[src/rtl/uart_pkg.sv]
// Shared definitions for the UART transmit/receive stages.
// Build option: UART_TX_PARITY_EN adds the PARITY state to the transmit FSM.
package uart_pkg;

  localparam int   UART_DATA_BITS  = 8;
  localparam logic UART_IDLE_LEVEL = 1'b1;

  typedef enum logic [2:0] {
    TX_IDLE,
    TX_START,
    TX_DATA,
`ifdef UART_TX_PARITY_EN
    TX_PARITY,
`endif
    TX_STOP
  } uart_tx_state_t;

endpackage

[src/rtl/uart_bit_timer.sv]
// Bit-time counter: pulses bit_done in the last clk cycle of every serial bit.
// Shared between the transmit and receive stages.
module uart_bit_timer #(
  parameter int CLKS_PER_BIT = 2
) (
  input  logic clk,
  input  logic rst_n,
  input  logic clear,
  output logic bit_done
);

  localparam int CW = (CLKS_PER_BIT > 1) ? $clog2(CLKS_PER_BIT) : 1;
  localparam logic [CW-1:0] LAST_COUNT = CW'(CLKS_PER_BIT - 1);

  logic [CW-1:0] count_q, count_d;

  assign bit_done = (count_q == LAST_COUNT);

  // Count up through one bit time, restarting at each bit boundary or when held clear
  always_comb begin
    count_d = count_q + CW'(1);
    if (clear || bit_done) begin
      count_d = '0;
    end
  end

  // Counter register
  always_ff @(posedge clk or negedge rst_n) begin
    if (!rst_n) begin
      count_q <= '0;
    end else begin
      count_q <= count_d;
    end
  end

endmodule

[src/rtl/uart_tx_frame.sv]
// Byte-wide UART transmitter: 8 data bits LSB first, 1 or 2 stop bits.
// Build option: define UART_TX_PARITY_EN to insert a parity bit (sense set by PARITY_ODD).
module uart_tx_frame
  import uart_pkg::*;
#(
  parameter int CLKS_PER_BIT = 2,
  parameter int STOP_BITS    = 1,
  parameter int PARITY_ODD   = 0
) (
  input  logic       clk,
  input  logic       rst_n,
  input  logic [7:0] tx_data,
  input  logic       tx_valid,
  output logic       tx_ready,
  output logic       tx,
  output logic       tx_busy
);

  if (CLKS_PER_BIT < 1 || (STOP_BITS != 1 && STOP_BITS != 2) ||
      PARITY_ODD < 0 || PARITY_ODD > 1) begin : gBadParams
    $error("uart_tx_frame: illegal parameter value");
  end

  uart_tx_state_t            state_q, state_d;
  logic [UART_DATA_BITS-1:0] shift_q, shift_d;
  logic [2:0]                bitIdx_q, bitIdx_d;
  logic                      stopIdx_q, stopIdx_d;
  logic                      tx_q, tx_d;
`ifdef UART_TX_PARITY_EN
  logic                      parity_q, parity_d;
`endif

  logic bitDone;
  logic lastStop;
  logic accept;

  uart_bit_timer #(
    .CLKS_PER_BIT(CLKS_PER_BIT)
  ) uBitTimer (
    .clk     (clk),
    .rst_n   (rst_n),
    .clear   (state_q == TX_IDLE),
    .bit_done(bitDone)
  );

  // The final cycle of the last stop bit can already take the next byte
  assign lastStop = (state_q == TX_STOP) && bitDone && (stopIdx_q == 1'(STOP_BITS - 1));
  assign tx_ready = (state_q == TX_IDLE) || lastStop;
  assign accept   = tx_valid && tx_ready;
  assign tx_busy  = (state_q != TX_IDLE);
  assign tx       = tx_q;

  // Next-state logic for the frame FSM and its datapath registers
  always_comb begin
    state_d   = state_q;
    shift_d   = shift_q;
    bitIdx_d  = bitIdx_q;
    stopIdx_d = stopIdx_q;
`ifdef UART_TX_PARITY_EN
    parity_d  = parity_q;
`endif
    case (state_q)
      TX_IDLE: begin
        if (accept) begin
          state_d = TX_START;
          shift_d = tx_data;
`ifdef UART_TX_PARITY_EN
          parity_d = 1'b0;
`endif
        end
      end
      TX_START: begin
        if (bitDone) begin
          state_d = TX_DATA;
        end
      end
      TX_DATA: begin
        if (bitDone) begin
`ifdef UART_TX_PARITY_EN
          parity_d = parity_q ^ shift_q[0];
`endif
          shift_d = shift_q >> 1;
          if (bitIdx_q == 3'(UART_DATA_BITS - 1)) begin
            bitIdx_d = 3'd0;
`ifdef UART_TX_PARITY_EN
            state_d  = TX_PARITY;
`else
            state_d  = TX_STOP;
`endif
          end else begin
            bitIdx_d = bitIdx_q + 3'd1;
          end
        end
      end
`ifdef UART_TX_PARITY_EN
      TX_PARITY: begin
        if (bitDone) begin
          state_d = TX_STOP;
        end
      end
`endif
      TX_STOP: begin
        if (lastStop) begin
          stopIdx_d = 1'b0;
          if (accept) begin
            state_d = TX_START;
            shift_d = tx_data;
`ifdef UART_TX_PARITY_EN
            parity_d = 1'b0;
`endif
          end else begin
            state_d = TX_IDLE;
          end
        end else if (bitDone) begin
          stopIdx_d = stopIdx_q + 1'b1;
        end
      end
      default: begin
        state_d = TX_IDLE;
      end
    endcase
  end

  // Line level for the upcoming cycle, derived from next state so tx is a clean flop
  always_comb begin
    tx_d = UART_IDLE_LEVEL;
    case (state_d)
      TX_START:  tx_d = 1'b0;
      TX_DATA:   tx_d = shift_d[0];
`ifdef UART_TX_PARITY_EN
      TX_PARITY: tx_d = parity_d ^ 1'(PARITY_ODD);
`endif
      default:   tx_d = UART_IDLE_LEVEL;
    endcase
  end

  // State and datapath registers; reset drops any partial frame
  always_ff @(posedge clk or negedge rst_n) begin
    if (!rst_n) begin
      state_q   <= TX_IDLE;
      shift_q   <= '0;
      bitIdx_q  <= '0;
      stopIdx_q <= 1'b0;
      tx_q      <= UART_IDLE_LEVEL;
`ifdef UART_TX_PARITY_EN
      parity_q  <= 1'b0;
`endif
    end else begin
      state_q   <= state_d;
      shift_q   <= shift_d;
      bitIdx_q  <= bitIdx_d;
      stopIdx_q <= stopIdx_d;
      tx_q      <= tx_d;
`ifdef UART_TX_PARITY_EN
      parity_q  <= parity_d;
`endif
    end
  end

endmodule

[config.mk]
export PLATFORM = sky130hd
export DESIGN_NAME = uart_tx_frame
export DESIGN_NICKNAME = d
export VERILOG_FILES = /design/src/rtl/uart_pkg.sv /design/src/rtl/uart_bit_timer.sv /design/src/rtl/uart_tx_frame.sv
export SDC_FILE = /design/constraint.sdc
export NUM_CORES = 1
export LEC_CHECK = 0
export CAP_MARGIN = 20
export CELL_PAD_IN_SITES_DETAIL_PLACEMENT = 0
export CELL_PAD_IN_SITES_GLOBAL_PLACEMENT = 1
export CORE_AREA = 4 4 52 54
export CTS_CLUSTER_DIAMETER = 40
export DETAILED_ROUTE_END_ITERATION = 8
export DIE_AREA = 0 0 56 58
export PLACE_DENSITY = 0.78
export RECOVER_POWER = 100
export SYNTH_ARGS = -nofsm -noshare
export SYNTH_HDL_FRONTEND = slang
export SYNTH_HIERARCHICAL = 1
export SYNTH_SLANG_ARGS = --single-unit
[constraint.sdc]
create_clock -name clk -period 1.6 [get_ports clk]
set_input_delay 0.16 -clock clk [delete_from_list [all_inputs] [get_ports clk]]
set_output_delay 0.16 -clock clk [all_outputs]
set_load 0.01 [all_outputs]
==> reports/qor.yml, run 1 <==
outcome:
  status: "finished, final reports clean"
clocking:
  clock_latency_ns: 0.29
  cts_buffers: 3
  cts_tree: "done"
  clk_pin_slew_ns: 0.10
  cts.path.max_buffers: 2
  cts_sinks: 17
  htreeDepth: 1
  cts_root_buf: "clkbuf_4"
global_route:
  grt_max_degree: 11
  grt_use_met3: 0.0245
  gr-total-overflow: 0
  grtUsageMet1: 0.162
  grt.busiest_layer: "met2"
  grt_pass1_vias: 691
  met2_usage: 0.184
  grt_usage: 0.122
  grt_pass1_wl_um: 3040
  antenna_found_initial: 0
yosys:
  synthesis.nets: 88
  synth.distinct_cells: 31
  ys_seq_area_frac: 0.491
  netlist_area_um2: 870
  ys_seq_elements: 17
  yosys-top-cells-area: "dfrtp_1 (46%), a221o_1 (8.1%), and2_2 (6.0%)"
  synth.largest_area_cell: "dfrtp_1"
  postSynthAreaPerCell_um2: 11.6
  syn-instance-count: 75
  yosysTopAreaCellShare: 0.460
  ys_warn_count: 6
die:
  fp.coreArea_um2: 2210
  start_util: 0.393
  dieHeight_um: 58
  rows: 17
  io_pins: 14
  die_area_um2: 3250
  die_w_um: 56
routing:
  first_pass_iters: 4
  wl_per_cell_um: 13.5
  vias: 647
  post-route-drc-count: 0
  via_per_inst: 5.02
  routed_wl_um: 1740
  drt_iter0_drc: 9
  ant_nets: 0
placed_design:
  hpwl_um: 1300
  routabilityCongestion: 0.784
  place_ws_ns: -0.0306
  io_buffers: 13
  placed_cells: 123
  dpl_cell_area_um2: 1080
critical_path:
  worstPathRequired_ns: 1.79
  critPathMaxStageDelay_ns: 0.43
  cp.arrival_ns: 1.68
  crit_slowest_cell: "dfrtp_1"
  crit_chain: "clkbuf_2 > mux2i_1 > o21ai_1 > nand2_2 > a221o_1"
  endpoint_kind: "register"
  critPathKind: "reg2reg"
  start_kind: "register"
  path_max_fanout: 8
timing:
  fin_crit_sh: 0.935
  skew_ns: 0.00792
  finalSetupViolCount: 0
  slew_headroom: 0.637
  drv_slew: 0
  setup_ws_ns: 0.104
  hold_viol_final: 0
  rsz0062_at_grt: "no"
  worst_slew_pin_slew_ns: 0.544
  fmax_mhz: 668
  min_period_ns: 1.50
finish:
  area.growth.synth_to_final_pct: 26.5
  finalNonFillerCells: 129
  nNetsFinal: 115
  final_area_um2: 1100
  utilization: 0.497
  drive_gt1_frac: 0.317
  diodes: 0
flow_run:
  timing.max_cap.violations: 0
worst_hold_path:
  hold_path_class: "in2async"
pwr:
  powerDensity_nw_per_um2: 1020
  finalPower_mw: 1.12
  irDropWorstVdd_mv: 0.506
  p_leak_nw: 0.494
[metrics by stage]
stage               hold slack (ns)  TNS, ns
CTS                           0.124        0
global route                  0.216        0
finish                        0.199        0
global placement              0.455        0
floorplan                    -0.136        0
detailed placement            0.459   -0.168
[power breakdown]
group,internal [mW],leakage [nW],switching (mW)
logic,0.170,0.268,0.126
registers,0.529,0.211,0.0611
clock network,0.0971,0.0150,0.135
[Yosys cell counts]
cell      count
a21oi_1       1
nand3_1       1
buf_6         3
and2_2        7
mux2i_1       1
nor3b_4       1
and2b_2       1
dfstp_2       1
nand2_1       3
and4b_4       1
o21ai_1       1
a31oi_1       1
nor3_1        4
inv_1         3
o21ai_0       1
conb_1        1
o31a_1        1
ha_1          2
nand2_2       1
a32o_1        1
o22a_2        1
nand2b_1      1
a21boi_0      1
nor2_2        1
mux2_2        3
a221o_1       7
nand4b_1      1
o211ai_1      1
dfrtp_1      16
nor2_1        6
nor3_2        1
[routing by layer]
layer / part of all wire / wire length [um]
met2: 0.46 / 800
met3: 0.046 / 81
met4: 0.024 / 42
met1: 0.47 / 819
met5: 0 / 0
[worst paths after layout]
kind	slack [ns]	startpoint	to	depth (start not counted)
worst max-delay path	0.10	state_q[1]	shift_q[6]	5
worst min-delay path	0.20	rst_n	bitIdx_q[2]	1
worst max register to register	0.10	state_q[1]	shift_q[6]	5
worst min register to register	0.50	uBitTimer/bit_done	uBitTimer/bit_done	1
max in group asynchronous	0.62	rst_n	bitIdx_q[1]	2
min in group clk	0.47	tx_data[3]	shift_q[3]	2
[final cells by class]
type                       instances  area (um2)
clock buffer                       4        26.3
fill                             228        1110
inverter                           3        11.3
multi-input combinational         52         398
sequential                        17         429
tap                               28        35.0
timing repair buffer              25         200
[placed cells by master (no fill, tap or decap), drive strengths merged, types with 2 or more instances in the layout]
master | synthesis | final
and2 | 7 | 7
clkbuf | 0 | 10
ha | 2 | 2
o21ai | 2 | 2
nand2 | 4 | 4
a221o | 7 | 7
clkdlybuf4s50 | 0 | 10
mux2 | 3 | 3
nor2 | 7 | 7
inv | 3 | 3
buf | 3 | 7
nor3 | 5 | 5
dfrtp | 16 | 16
[worst max-delay path: cells and delay by family, from the launching register on]
kind,cells,cell delay (ns)
AO/OA/AOI/OAI,2,0.52
buffers and inverters,1,0.16
flip-flops,1,0.43
multiplexers,1,0.14
AND/OR/NAND/NOR,1,0.14
[timing repair]
action / CTS / global route
setup endpoints to repair: 2 / 2
setup buffers: 2 / 0
hold buffers: 0 / 0
endpoints found under the hold margin: 0 / 0
pin swaps: 0 / 0
resized for setup: 3 / 4
[state kept, by name, indices dropped and copies added, names as in the netlist]
| signal | count |
|---|---|
| bitIdx_q | 3 |
| shift_q | 8 |
| state_q | 3 |
| stopIdx_q | 1 |
| tx | 1 |
| uBitTimer/bit_done | 1 |
[logic make-up (layout without fill, tap and decap cells)]
logic type               Yosys count  in the layout  synth area share
other                              1              1           0.00431
AO/OA/AOI/OAI                     16             16             0.155
flip-flops                        17             17             0.491
AND/OR/NAND/NOR                   29             29             0.219
buffers and inverters              6             32            0.0518
adder cells (fa/ha/maj)            2              2            0.0288
multiplexers                       4              4            0.0504
Note: power is estimated with default switching activity, not from simulation.
==> run 2: changes to the inputs <==
- SKIP_CTS_REPAIR_TIMING: default -> 1
==> run 2 against run 1 <==
Compared with the run above: first-iteration DRC count down 11%; routed wire length down 1.5%; non-clock buffer count is the same; register-to-register slack hardly changed; critical endpoint unchanged; highest routed layer unchanged; design area rose by 1.4%.
==> reports/qor.yml, run 2 (same netlist as run 1, synthesis figures left out) <==
routing:
  drt_iter0_drc: 8  # -1
  routed_wl_um: 1720  # -1.5%
  via_per_inst: 5.05  # +0.62%
  first_pass_iters: 4  # unchanged
  post-route-drc-count: 0  # unchanged
  ant_nets: 0  # unchanged
  vias: 651  # +0.62%
  wl_per_cell_um: 13.3  # -1.5%
pwr:
  irDropWorstVdd_mv: 0.501  # -1.0%
  clkPwrFrac: 0.204  # -0.004
  netSwitchingFraction: 0.283  # -0.00521
  powerDensity_nw_per_um2: 1000  # -1.4%
  power_frac_comb: 0.266  # about the same
  intPower_uw: 802  # +0.64%
  p_leak_nw: 0.512  # +3.7%
  pwr-share-seq: 0.530  # +0.002
  switchingPower_uw: 316  # -1.9%
critical_path:
  crit_chain: "buf_4 > mux2i_1 > o21ai_1 > nand2_2 > a221o_1"
  start_kind: "register"
  critPathMaxStageDelay_ns: 0.45  # +0.02 ns
  cp.arrival_ns: 1.69  # about the same
  crit_family: "compound AO/OA/AOI/OAI gates"
  cp.depth: 5  # unchanged
  critPathKind: "reg2reg"
  reg2reg_depth: 5  # unchanged
  crit_slowest_cell: "dfrtp_2"
  path_max_fanout: 8  # unchanged
  endpoint_kind: "register"
  path_buf_inv: 1  # unchanged
  worstPathRequired_ns: 1.78  # about the same
die:
  io_pins: 14  # unchanged
  start_util: 0.393  # unchanged
  die_w_um: 56  # unchanged
  fp.coreArea_um2: 2210  # unchanged
  dieHeight_um: 58  # unchanged
  die_area_um2: 3250  # unchanged
  rows: 17  # unchanged
timing:
  slew_headroom: 0.635  # -0.00241
  skew_ns: 0.00693  # -0.000996 ns
  fmax_mhz: 664  # -0.67%
  rsz0062_at_grt: "no"
  fin_crit_sh: 0.941  # +0.00633
  min_period_ns: 1.51  # +0.0101 ns
  worst_slew_pin_slew_ns: 0.548  # +0.00361 ns
  hold_viol_final: 0  # unchanged
  finalSetupViolCount: 0  # unchanged
  setup_ws_ns: 0.0939  # -0.0101 ns
  hold_slack_ns: 0.210  # +0.0106 ns
  drv_slew: 0  # unchanged
finish:
  area.growth.synth_to_final_pct: 28.2
  nNetsFinal: 115  # unchanged
  largest_reg_flops: 8  # unchanged
  final_common_cell: "dfrtp_1"
  reg_top3: "shift_q (8), bitIdx_q (3), state_q (3)"
  final_cell_mix: "dfrtp_1 (13), clkdlybuf4s50_1 (10), buf_4 (9)"
  fill_cells: 224  # -1.8%
  regMostFlops: "shift_q"
  diodes: 0  # unchanged
  drive_gt1_frac: 0.337  # +0.0198
flow_run:
  timing.max_cap.violations: 0  # unchanged
global_route:
  grt.busiest_layer: "met2"
  met2_usage: 0.184  # unchanged
  grt_max_degree: 11  # unchanged
  grt_use_met3: 0.0245  # unchanged
  grt_pass1_wl_um: 3030  # -0.23%
  grt_usage: 0.121  # -0.000468
  grt_pass1_vias: 692  # +0.14%
  grtUsageMet1: 0.160  # -0.00137
  antenna_found_initial: 0  # unchanged
  gr-total-overflow: 0  # unchanged
placed_design:
  hpwl_um: 1300  # unchanged
  io_buffers: 13  # unchanged
  routabilityCongestion: 0.784  # unchanged
  place_ws_ns: -0.0306  # unchanged
clocking:
  cts.path.max_buffers: 2  # unchanged
  cts_root_buf: "clkbuf_4"
  cts_sinks: 17  # unchanged
  cts_tree: "done"
  clk_pin_slew_ns: 0.10  # about the same
  clock_latency_ns: 0.29  # about the same
  cts_buffers: 3  # unchanged
  htreeDepth: 1  # unchanged
worst_hold_path:
  hold_path_class: "in2async"
outcome:
  status: "finished, final reports clean"
[run 2: cell count changes in the layout (fill, tap and decap cells not counted), sizes merged]
cell          previous run  this run
dlymetal6s4s             1         0
buf                      7         9
clkbuf                  10         7
dlymetal6s2s             0         2
[run 2: final timing paths]
check | end | slack, ns | startpoint
setup / recovery | shift_q[6] | 0.09 | state_q[1]
hold / removal | bitIdx_q[2] | 0.21 | rst_n
setup reg to reg | shift_q[6] | 0.09 | state_q[1]
hold reg to reg | uBitTimer/bit_done | 0.49 | uBitTimer/bit_done
max in group asynchronous | bitIdx_q[1] | 0.60 | rst_n
min in group clk | shift_q[3] | 0.48 | tx_data[3]
[run 2: power by group through the flow]
stage               Sequential [mW]  Combinational, mW  Clock (mW)
floorplan                     0.583              0.200           0
global placement              0.598              0.295           0
detailed placement            0.600              0.304           0
CTS                           0.592              0.305       0.246
global route                  0.608              0.336       0.260
finish                        0.592              0.297       0.228
[run 2: worst reg2reg max path: stages, from the launching register on]
cell,delay [ns]
dfrtp_2,0.45
buf_4,0.16
mux2i_1,0.13
o21ai_1,0.16
nand2_2,0.14
a221o_1,0.37
[run 2: metal layers]
| layer | share of wire | routed length, um |
|---|---|---|
| met5 | 0 | 0 |
| met4 | 0.024 | 42 |
| met3 | 0.051 | 87 |
| met2 | 0.44 | 762 |
| met1 | 0.48 | 825 |
[run 2: stage by stage]
stage / instances / setup TNS, ns / power [mW] / cell area [um2] / util
4_1_cts: 127 / -0.382 / 1.14 / 1100 / 0.498
6_report: 129 / 0 / 1.12 / 1110 / 0.504
2_1_floorplan: 75 / 0 / 0.782 / 870 / -
5_1_grt: 129 / 0 / 1.20 / 1110 / 0.504
3_3_place_gp: 123 / 0 / 0.893 / 1080 / 0.486
3_5_place_dp: 123 / -0.168 / 0.904 / 1080 / 0.486
[run 2: layout make-up]
cell class,count,area (um2),share of cell area
Clock buffer,4,26.3,0.0236
Inverter,3,11.3,0.0101
Multi-Input combinational cell,52,393,0.352
Sequential cell,17,430,0.386
Tap cell,28,35.0,0.0314
Timing Repair Buffer,25,219,0.196
